`config.mk`:
```
export PLATFORM = sky130hd
export DESIGN_NAME = regfile_wport_arbiter
export DESIGN_NICKNAME = d
export VERILOG_FILES = /design/src/rtl/cpu_pkg.sv /design/src/rtl/wr_fifo.sv /design/src/rtl/regfile_wport_arbiter.sv
export SDC_FILE = /design/constraint.sdc
export NUM_CORES = 1
export LEC_CHECK = 0
export CAP_MARGIN = 20
export CORE_UTILIZATION = 30
export CTS_CLUSTER_SIZE = 25
export DETAILED_ROUTE_END_ITERATION = 12
export HOLD_SLACK_MARGIN = 0.03
export MAX_ROUTING_LAYER = met4
export PLACE_DENSITY = 0.48
export SYNTH_ARGS = -nofsm -noshare
export SYNTH_HDL_FRONTEND = slang
export SYNTH_SLANG_ARGS = --single-unit
```
`constraint.sdc`:
```
create_clock -name clk -period 4.1 [get_ports clk]
set_clock_uncertainty 0.05 [all_clocks]
set_input_delay 0.615 -clock clk [delete_from_list [all_inputs] [get_ports clk]]
set_output_delay 0.615 -clock clk [all_outputs]
set_load 0.02 [all_outputs]
```
`src/rtl/cpu_pkg.sv`:
```
// Shared register-file types: register id / data widths and the write-request record.
package cpu_pkg;

    localparam int REG_ID_W = 4;
    localparam int DATA_W   = 16;
    localparam int NUM_REGS = 16;

    typedef struct packed {
        logic [REG_ID_W-1:0] reg_id;
        logic [DATA_W-1:0]   data;
    } wr_req_t;

    function automatic logic [NUM_REGS-1:0] reg_onehot(input logic [REG_ID_W-1:0] r);
        reg_onehot    = '0;
        reg_onehot[r] = 1'b1;
    endfunction

endpackage

```
`src/rtl/wr_fifo.sv`:
```
// Circular buffer of load-return writes; exposes per-slot valid bits and reg ids
// so the arbiter can do hazard compares against every buffered entry.
module wr_fifo
    import cpu_pkg::*;
#(
    parameter  int DEPTH = 4,
    localparam int PTR_W = $clog2(DEPTH),
    localparam int CNT_W = PTR_W + 1
) (
    input  logic                      clk_i,
    input  logic                      rst_i,
    input  logic                      push_i,
    input  logic                      pop_i,
    input  wr_req_t                   din_i,
    output wr_req_t                   head_o,
    output logic [CNT_W-1:0]          count_o,
    output logic                      full_o,
    output logic                      empty_o,
    output logic [DEPTH-1:0]          vld_o,
    output logic [DEPTH*REG_ID_W-1:0] ids_o
);

    wr_req_t            mem_q [DEPTH];
    logic [PTR_W-1:0]   wptr_q, wptr_d;
    logic [PTR_W-1:0]   rptr_q, rptr_d;
    logic [CNT_W-1:0]   count_q, count_d;
    logic [DEPTH-1:0]   vld_q, vld_d;
    logic               push_ok, pop_ok;

    assign full_o  = (count_q == CNT_W'(DEPTH));
    assign empty_o = (count_q == '0);
    assign count_o = count_q;
    assign vld_o   = vld_q;
    assign head_o  = mem_q[rptr_q];

    for (genvar i = 0; i < DEPTH; i++) begin : g_ids
        assign ids_o[i*REG_ID_W +: REG_ID_W] = mem_q[i].reg_id;
    end

    // A pop in the same cycle frees the slot, so a push into a full buffer still lands.
    always_comb begin
        push_ok = push_i && (!full_o || pop_i);
        pop_ok  = pop_i && !empty_o;
        wptr_d  = wptr_q;
        rptr_d  = rptr_q;
        count_d = count_q;
        vld_d   = vld_q;
        if (pop_ok) begin
            rptr_d        = rptr_q + PTR_W'(1);
            vld_d[rptr_q] = 1'b0;
        end
        if (push_ok) begin
            wptr_d        = wptr_q + PTR_W'(1);
            vld_d[wptr_q] = 1'b1;
        end
        if (push_ok && !pop_ok) begin
            count_d = count_q + CNT_W'(1);
        end else if (pop_ok && !push_ok) begin
            count_d = count_q - CNT_W'(1);
        end
    end

    always_ff @(posedge clk_i) begin
        if (rst_i) begin
            wptr_q  <= '0;
            rptr_q  <= '0;
            count_q <= '0;
            vld_q   <= '0;
        end else begin
            wptr_q  <= wptr_d;
            rptr_q  <= rptr_d;
            count_q <= count_d;
            vld_q   <= vld_d;
        end
    end

    always_ff @(posedge clk_i) begin
        if (push_ok && !rst_i) begin
            mem_q[wptr_q] <= din_i;
        end
    end

endmodule

```
`src/rtl/regfile_wport_arbiter.sv`:
```
// Arbitrates the register file's single write port between ALU writeback (A)
// and buffered load returns (B), with hazard ordering and a pending-register mask.
module regfile_wport_arbiter
    import cpu_pkg::*;
#(
    parameter  int FIFO_DEPTH   = 4,
    parameter  int STARVE_LIMIT = 3,
    parameter  int DROP_R0      = 1,
    localparam int CNT_W        = $clog2(FIFO_DEPTH) + 1
) (
    input  logic                clk,
    input  logic                rst,
    input  logic                a_valid,
    output logic                a_ready,
    input  logic [REG_ID_W-1:0] a_reg,
    input  logic [DATA_W-1:0]   a_data,
    input  logic                b_valid,
    input  logic [REG_ID_W-1:0] b_reg,
    input  logic [DATA_W-1:0]   b_data,
    output logic                WriteReg,
    output logic [REG_ID_W-1:0] DstReg,
    output logic [DATA_W-1:0]   DstData,
    output logic [NUM_REGS-1:0] pending,
    output logic [CNT_W-1:0]    fifo_count,
    output logic                overflow
);

    wr_req_t                        fifo_head;
    logic [FIFO_DEPTH-1:0]          fifo_vld;
    logic [FIFO_DEPTH*REG_ID_W-1:0] fifo_ids;
    logic                           fifo_full, fifo_empty;

    logic       a_conflict, fifo_ne, starve, grant_a, grant_b, granted;
    wr_req_t    sel;
    logic [3:0] starve_q, starve_d;
    logic       overflow_q, overflow_d;
    logic       wr_en_q, wr_en_d;
    wr_req_t    dst_q, dst_d;

    function automatic logic [3:0] sat_inc4(input logic [3:0] v);
        sat_inc4 = (v == 4'hF) ? v : v + 4'd1;
    endfunction

    wr_fifo #(.DEPTH(FIFO_DEPTH)) u_fifo (
        .clk_i   (clk),
        .rst_i   (rst),
        .push_i  (b_valid),
        .pop_i   (grant_b),
        .din_i   ({b_reg, b_data}),
        .head_o  (fifo_head),
        .count_o (fifo_count),
        .full_o  (fifo_full),
        .empty_o (fifo_empty),
        .vld_o   (fifo_vld),
        .ids_o   (fifo_ids)
    );

    // A same-cycle load return to A's register counts as older, so A must wait.
    always_comb begin
        a_conflict = b_valid && (b_reg == a_reg);
        for (int i = 0; i < FIFO_DEPTH; i++) begin
            if (fifo_vld[i] && (fifo_ids[i*REG_ID_W +: REG_ID_W] == a_reg)) begin
                a_conflict = 1'b1;
            end
        end
        fifo_ne = !fifo_empty;
        starve  = (starve_q >= 4'(STARVE_LIMIT));
        grant_b = !rst && fifo_ne && (!a_valid || starve || a_conflict);
        grant_a = !rst && !grant_b && a_valid && !a_conflict;
        granted = grant_a || grant_b;
        a_ready = grant_a;
    end

    always_comb begin
        sel        = grant_b ? fifo_head : {a_reg, a_data};
        wr_en_d    = granted && !((DROP_R0 != 0) && (sel.reg_id == '0));
        dst_d      = granted ? sel : dst_q;
        overflow_d = overflow_q || (b_valid && fifo_full && !grant_b);
        starve_d   = starve_q;
        if (grant_b || !fifo_ne) begin
            starve_d = 4'd0;
        end else if (grant_a) begin
            starve_d = sat_inc4(starve_q);
        end
    end

    // Output stage: grant registers onto the write port one cycle later.
    always_ff @(posedge clk) begin
        if (rst) begin
            wr_en_q    <= 1'b0;
            dst_q      <= '0;
            starve_q   <= 4'd0;
            overflow_q <= 1'b0;
        end else begin
            wr_en_q    <= wr_en_d;
            dst_q      <= dst_d;
            starve_q   <= starve_d;
            overflow_q <= overflow_d;
        end
    end

    always_comb begin
        pending = '0;
        for (int i = 0; i < FIFO_DEPTH; i++) begin
            if (fifo_vld[i]) begin
                pending = pending | reg_onehot(fifo_ids[i*REG_ID_W +: REG_ID_W]);
            end
        end
        if (wr_en_q) begin
            pending = pending | reg_onehot(dst_q.reg_id);
        end
    end

    assign WriteReg = wr_en_q;
    assign DstReg   = dst_q.reg_id;
    assign DstData  = dst_q.data;
    assign overflow = overflow_q;

endmodule

```
**Word-level counts from Yosys, hierarchy flattened**

Memories as Yosys holds them, arrays and structs flattened. A register that Yosys moved wholly into a read port is not among the register bits.
Cells that the tools add are included.

- Add/subtract/negate cells: 5
- $lt $le $gt $ge: 15
- Equal/unequal tests: 7
- Muxes and demuxes: 32
- Bitwise gates (word level): 8
- Reductions and logical operators: 45

Operator list:

| kind | number |
|---|---|
| 2-to-1 mux 16 bit | 5 |
| bitwise OR 16 bit | 4 |
| logical AND 1 bit | 25 |
| less-than comparator 4 x 5 -> 1 bit (second input constant) | 5 |
| demux 1 bit (select 4 bit) | 5 |
| equality test 4 bit | 5 |
| greater-or-equal comparator 4 x 1 -> 1 bit (second input constant) | 5 |
| 2-to-1 mux 20 bit | 1 |
| 2-to-1 mux 1 bit | 13 |
| logical NOT 1 bit | 9 |
| 2-to-1 mux 4 bit | 2 |
| logical OR 1 bit | 6 |
| less-than comparator 2 x 3 -> 1 bit (second input constant) | 2 |
| 2-to-1 mux 3 bit | 2 |
| adder 2 x 1 -> 2 bit (second input constant) | 2 |
| adder 4 x 1 -> 4 bit (second input constant) | 1 |
| AND 4 bit | 1 |
| demux 1 bit (select 2 bit) | 2 |
| equality test 4 bit (second input constant) | 1 |
| greater-or-equal comparator 2 x 1 -> 1 bit (second input constant) | 2 |
| greater-or-equal comparator 4 x 2 -> 1 bit (second input constant) | 1 |
| logical NOT 4 bit | 1 |
| 2-to-1 mux 2 bit | 2 |
| NOT 4 bit | 1 |
| 9 further kinds | 9 |

- Bits in registers: 37
- RAM bits: 80
- Input bits: 44
- Output and inout port bits: 42
- Logic and storage cells: 122
- Memories: 1

Memories:

| memory | depth | width | read ports | clocked after memory_dff | wr ports | line | text |
|---|---|---|---|---|---|---|---|
| u_fifo.mem_q | 4 | 20 | 5 | 1 | 1 | wr_fifo.sv:23 | `wr_req_t mem_q [DEPTH];` |

**Longest topological paths before layout**

- Word-level depth: 14
- Depth in mapped cells: 14
- Mapped depth without buffers: 12

**Hierarchy**

From an unflattened synthesis, not the netlist that was laid out.

- Cell total of the unflattened synthesis: 489
- Area, all modules: 6042.0 um^2

Modules (own cells, without submodules):

| module | times used | cells each | area an instance (um^2) |
|---|---|---|---|
| wr_fifo | 1 | 197 | 3708.6 |
| regfile_wport_arbiter | 1 | 292 | 2333.5 |

**Least setup slack after synthesis**

OpenSTA, ideal clock, no wires.

- Path type: input to register
- Start: input port a_reg[1]
- End: register u_fifo.count_q[2], in the netlist u_fifo.count_o[2]
- Arrival time: 2.975 ns
- Data required time: 3.979 ns
- Path slack: 1.004 ns
- Cell stages on the path: 12
- Buffers on the path: 2
- Cell sequence: buf_6 > xor2_1 > o41ai_4 > a31oi_4 > a211oi_2 > buf_4 > ha_1 > inv_1 > fa_1 > xor2_1 > or3_1 > a21oi_1

- Word-level cells in the longest chain between the ends: 13
- Elaborated cells between the ends (all ways): 25

Ends and longest elaborated chain:

| element | line | text |
|---|---|---|
| from (decl) | regfile_wport_arbiter.sv:15 | `input logic [REG_ID_W-1:0] a_reg,` |
| equality test 4 bit, on equally long branches | regfile_wport_arbiter.sv:60, regfile_wport_arbiter.sv:62 |  |
| logical AND 1 bit, on equally long branches | regfile_wport_arbiter.sv:60, regfile_wport_arbiter.sv:62 |  |
| 2-to-1 mux 1 bit (3 in a row) | regfile_wport_arbiter.sv:62 | `if (fifo_vld[i] && (fifo_ids[i*REG_ID_W +: REG_ID_W] == a_reg)) begin` |
| 2-to-1 mux 1 bit (*) | regfile_wport_arbiter.sv:62 |  |
| logical OR 1 bit (*) | regfile_wport_arbiter.sv:68 | `grant_b = !rst && fifo_ne && (!a_valid \|\| starve \|\| a_conflict);` |
| logical AND 1 bit (*) | regfile_wport_arbiter.sv:68 |  |
| logical OR 1 bit | wr_fifo.sv:42 | `push_ok = push_i && (!full_o \|\| pop_i);` |
| logical AND 1 bit | wr_fifo.sv:42 |  |
| logical NOT 1 bit | wr_fifo.sv:58 | `end else if (pop_ok && !push_ok) begin` |
| logical AND 1 bit | wr_fifo.sv:58 |  |
| nonzero test 2 bit (no line) | - |  |
| to (signal assigned) | wr_fifo.sv:72 | `count_q <= count_d;` |
| to (decl) | wr_fifo.sv:26 | `logic [CNT_W-1:0] count_q, count_d;` |

Every way passes the cells marked *; elsewhere a longest branch is shown, timed or not.
A chain may end at the register's enable or synchronous reset.

**Worst setup path after layout**

- Start: input port a_reg[3]
- End: output port a_ready

- Word-level cells in the longest chain between the ends: 12
- Elaborated cells between the ends (all ways): 21

Ends and longest elaborated chain:

| element | line | text |
|---|---|---|
| equality test 4 bit, on equally long branches | regfile_wport_arbiter.sv:60, regfile_wport_arbiter.sv:62 |  |
| logical AND 1 bit, on equally long branches | regfile_wport_arbiter.sv:60, regfile_wport_arbiter.sv:62 |  |
| 2-to-1 mux 1 bit (3 in a row) | regfile_wport_arbiter.sv:62 |  |
| 2-to-1 mux 1 bit (*) | regfile_wport_arbiter.sv:62 |  |
| logical OR 1 bit | regfile_wport_arbiter.sv:68 |  |
| logical AND 1 bit | regfile_wport_arbiter.sv:68 |  |
| logical NOT 1 bit | regfile_wport_arbiter.sv:69 | `grant_a = !rst && !grant_b && a_valid && !a_conflict;` |
| logical AND 1 bit (2 in a row) | regfile_wport_arbiter.sv:69 |  |
| logical AND 1 bit (*) | regfile_wport_arbiter.sv:69 |  |
| to (decl) | regfile_wport_arbiter.sv:14 | `output logic a_ready,` |

Marks and branches as above.

==> metrics.log <==
INFO  metric endpoint_kind = output port
INFO  metric synth-compound-area-share = 0.126
INFO  metric rr_startpoint = u_fifo.mem_q[3][16]$_DFFE_PP_
INFO  metric synthTopCellsByArea = sky130_fd_sc_hd__edfxtp_1 41%, sky130_fd_sc_hd__dfxtp_1 13%, sky130_fd_sc_hd__mux4_2 7.7%
INFO  metric die_area = 0.0200 mm2
INFO  metric hold_path_end = DstData[13]$_SDFFE_PP0P_
INFO  metric layout_worst_path_cycle_share = 0.884
INFO  metric final_antenna_net_count = 0
INFO  metric cts.clk_slew.worst_paths = 0.06 ns
INFO  metric placed_cell_area = between 0.006 and 0.007 mm2
INFO  metric antenna_violations_before_repair = 0
INFO  metric final.fill_count = 1850
INFO  metric p_leak = between 0.002 and 0.003 uW
INFO  metric syn_avg_cell_area = 12.3 um2
INFO  metric place_congestion = 0.951
INFO  metric place.detailed.hpwl = around 12000 um
INFO  metric ys_async_sr_fraction = 0
INFO  metric net-switching-power = 1460 uW
INFO  metric worst-r2r-setup-slack = 1.06 ns
INFO  metric initial_core_util = 0.309
INFO  metric post_synth_instance_area = between 0.005 and 0.006 mm2
INFO  metric timing.hold.worst.class = flip-flop to flip-flop
INFO  metric setup.worst_path.class = primary input to output port
INFO  metric design.core.area = between 0.015 and 0.02 mm2
INFO  metric synth_warnings = 0
INFO  metric post_synth_mux_area_share = 0.0950
INFO  metric fp.dieW = about 140 um
INFO  metric cts.sinks = 119
INFO  metric cts_hold_repair.buffers = 0
INFO  metric area_delta_synth_final = 28.8%
INFO  metric synth_top_family_by_area = simple AND/OR/NAND/NOR gates
INFO  metric ir_drop = 0.000355 V
INFO  metric combinational_share_of_power = 0.313
INFO  metric first_global_vias = ~4300
INFO  metric netlist.area_leader.share = 0.412
INFO  metric post-place-ws = about 0.4 ns
INFO  metric synth_fa_ha_area_frac = 0.0249
INFO  metric power.share.clock = 0.321
INFO  metric detail_route.iter0.violations = about 190
INFO  metric residual_drc_count = 0
INFO  metric cts_tree = yes
INFO  metric via_per_inst = 4.99
INFO  metric final_core_util = 0.398
INFO  metric min-delay-start = DstData[13]$_SDFFE_PP0P_
INFO  metric dieHeight = approximately 140 um
INFO  metric maxSlewHeadroom = 0.377
INFO  metric grt_first_pass_wirelength = 25100 um
INFO  metric synth_cell_types = 59
INFO  metric synthSimpleGateAreaFrac = 0.129
INFO  metric cts.root.buffer_cell = sky130_fd_sc_hd__clkbuf_16
INFO  metric clk_latency = between 0.4 and 0.5 ns
INFO  metric port_buffers = between 80 and 90
INFO  metric synth-xor-area-share = 0.0360
INFO  metric multiInputGateArea = between 0.002 and 0.0025 mm2
INFO  metric setup_viol = 0
INFO  metric final_hold_viol_count = 0
INFO  metric drv_cap = 0
INFO  metric maxClockFrequency = ~0.28 GHz
INFO  metric worst_tran_pin_value = roughly 0.93 ns
INFO  metric drive_gt1_frac = 0.148
INFO  metric i_o_pin_total = 86
INFO  metric grt_setup_unrepaired = false
INFO  metric ctsHtreeMaxLevel = 4
INFO  metric period_minus_slack = around 3.6 ns
INFO  metric finalWirelength = 16400 um
INFO  metric timing.rr.end = u_fifo.count_o[2]$_SDFFE_PP0P_
INFO  metric final.setup.worst_slack = 0.474 ns
INFO  metric synth-edff-count = 80
INFO  metric worst-r2r-cell-count = 10
INFO  metric swShare = 0.321
INFO  metric yosys_most_used_dff = sky130_fd_sc_hd__edfxtp_1
INFO  metric tritoncts.num_buffers = 17
INFO  metric pin_count_of_the_biggest_net_entering_global_routing = 33
INFO  metric maxSlewViolCount = 0
INFO  metric cp_max_fo = 7
INFO  metric launching_element_type_of_the_critical_path = primary input
INFO  metric route.detailed.wl_per_inst = slightly below 20 um
INFO  metric cts-resized-gates = 0
INFO  metric ys_seq_elements = roughly 120
INFO  metric gr-usage-all-layers = 0.177
INFO  metric layout.area.seq = 0.00318 mm2
INFO  metric internal_power = between 3000 and 4000 uW
INFO  metric seq_power_share = 0.366
INFO  metric hold_slack = 0.418 ns
INFO  metric synthDominantAreaCellType = sky130_fd_sc_hd__edfxtp_1
INFO  metric fin_area = around 0.0075 mm2
INFO  metric timing.critical_path.required = between 3 and 4 ns
INFO  metric worst_hold_path.num_cells = 1
INFO  metric powerDensity = a little over 600 mW/mm2
INFO  metric floorplan.rows = 50
INFO  metric number_of_nets_in_the_layout = just over 600
INFO  metric firstDrtPassIters = 4
INFO  metric status = completed
INFO  metric total_vias_in_the_final_route = around 4200
INFO  metric netlist_instances = 473
INFO  metric cts_setup_buffers = 0
INFO  metric max-clock-path-buffers = 2
INFO  metric final.setup.tns = 0 ns
INFO  metric worst-endpoint-arrival = 2.96 ns
INFO  metric overflow = 0
INFO  metric yosysSeqAreaShare = 0.545
## flip-flops by register name (all words and copies together), names as in the netlist, named ones only
| register | cells |
|---|---|
| starve_q | 4 |
| WriteReg | 1 |
| u_fifo.vld_o | 4 |
| u_fifo.rptr_q | 2 |
| overflow | 1 |
| u_fifo.mem_q | 80 |
| u_fifo.count_o | 3 |
| DstData | 16 |
| u_fifo.wptr_q | 2 |
| DstReg | 4 |
## cell usage after synthesis, types with 10 or more instances
library cell / instances
sky130_fd_sc_hd__dfxtp_1: 39
sky130_fd_sc_hd__a21oi_1: 23
sky130_fd_sc_hd__ha_1: 10
sky130_fd_sc_hd__edfxtp_1: 80
sky130_fd_sc_hd__xor2_1: 14
sky130_fd_sc_hd__o2bb2ai_2: 10
sky130_fd_sc_hd__mux4_2: 20
sky130_fd_sc_hd__nand3_1: 24
sky130_fd_sc_hd__nand2_1: 30
sky130_fd_sc_hd__buf_2: 15
sky130_fd_sc_hd__a22oi_1: 11
sky130_fd_sc_hd__xnor2_1: 10
sky130_fd_sc_hd__inv_1: 16
sky130_fd_sc_hd__nor2b_1: 11
sky130_fd_sc_hd__nor2_1: 46
## placed cells by master (no fill, tap or decap), types with 5 or more instances in the layout
cell type	synthesis	final
sky130_fd_sc_hd__dfxtp_1	39	39
sky130_fd_sc_hd__mux2i_1	7	7
sky130_fd_sc_hd__o2bb2ai_2	10	10
sky130_fd_sc_hd__mux4_2	20	20
sky130_fd_sc_hd__nand2b_1	6	6
sky130_fd_sc_hd__clkdlybuf4s50_1	0	85
sky130_fd_sc_hd__a22oi_1	11	11
sky130_fd_sc_hd__edfxtp_1	80	80
sky130_fd_sc_hd__or3_1	5	5
sky130_fd_sc_hd__o21ai_1	6	6
sky130_fd_sc_hd__xnor2_1	10	10
sky130_fd_sc_hd__a21oi_1	23	23
sky130_fd_sc_hd__ha_1	10	10
sky130_fd_sc_hd__nand2_1	30	30
sky130_fd_sc_hd__nand3_1	24	24
sky130_fd_sc_hd__o2bb2ai_1	6	6
sky130_fd_sc_hd__nor2b_1	11	11
sky130_fd_sc_hd__nor2_1	46	46
sky130_fd_sc_hd__nor3_1	6	6
sky130_fd_sc_hd__clkbuf_16	0	17
sky130_fd_sc_hd__buf_4	4	14
sky130_fd_sc_hd__inv_1	16	16
sky130_fd_sc_hd__and3_1	6	6
sky130_fd_sc_hd__nor3b_1	5	5
sky130_fd_sc_hd__xor2_1	14	14
## power by group through the flow
| stage | logic (uW) | registers, uW | clock network, uW |
|---|---|---|---|
| 2_1_floorplan | 791 | 1770 | 0 |
| 3_5_place_dp | 1450 | 1690 | 0 |
| 3_3_place_gp | 1450 | 1690 | 0 |
| 4_1_cts | 1460 | 1670 | 1490 |
| 6_report | 1430 | 1670 | 1460 |
| 5_1_grt | 1550 | 1700 | 1540 |
## cell families (layout without fill, tap and decap cells)
group	after synthesis	count (layout)
other cells	1	3
buf+inv	48	148
compound gates	88	88
xor+xnor	24	24
flops	119	119
mux	30	30
simple gates	152	152
fa+ha+maj	11	11
## layer usage
metal | wire, um | track usage | vias to the layer above
li1 | - | - | 1951
met1 | 6960 | 0.200 | 2067
met2 | 8230 | 0.300 | 116
met3 | 652 | 0.0364 | 35
met4 | 573 | 0.0866 | 0
met5 | 0 | - | -
## layout make-up
| class | count | area share |
|---|---|---|
| Sequential cell | 119 | 0.423 |
| Clock buffer | 18 | 0.0571 |
| Multi-Input combinational cell | 307 | 0.319 |
| Clock inverter | 14 | 0.0210 |
| Inverter | 17 | 0.00849 |
| Timing Repair Buffer | 99 | 0.127 |
| Tap cell | 260 | 0.0433 |
| Antenna cell | 1 | 0.000333 |
## critical path, cell delays in order
cell and delay [ns]:
sky130_fd_sc_hd__clkdlybuf4s50_1 0.71, sky130_fd_sc_hd__xor2_1 0.19, sky130_fd_sc_hd__nor2_1 0.08, sky130_fd_sc_hd__and4_1 0.23, sky130_fd_sc_hd__a211oi_1 0.22, sky130_fd_sc_hd__and3_1 0.27, sky130_fd_sc_hd__clkdlybuf4s50_1 0.64
## stage by stage
stage                     cells  total power, uW
after floorplan             474             2560
after detailed placement    802             3140
after global placement      802             3140
after CTS                   834             4620
final                       835             4560
after global routing        834             4780
## worst max-delay path by stage
stage               startpoint                        endpoint  cells after the start  slack (ns)
floorplan             a_reg[1]  u_fifo.count_o[2]$_SDFFE_PP0P_                     12        1.00
global placement      a_reg[0]  u_fifo.count_o[2]$_SDFFE_PP0P_                     11        0.46
detailed placement    a_reg[3]  u_fifo.count_o[2]$_SDFFE_PP0P_                     12        0.40
CTS                   a_reg[3]                         a_ready                      7        0.46
global route          a_reg[3]                         a_ready                      7        0.40
finish                a_reg[3]                         a_ready                      7        0.47
Power figures use the tool's default switching activity.
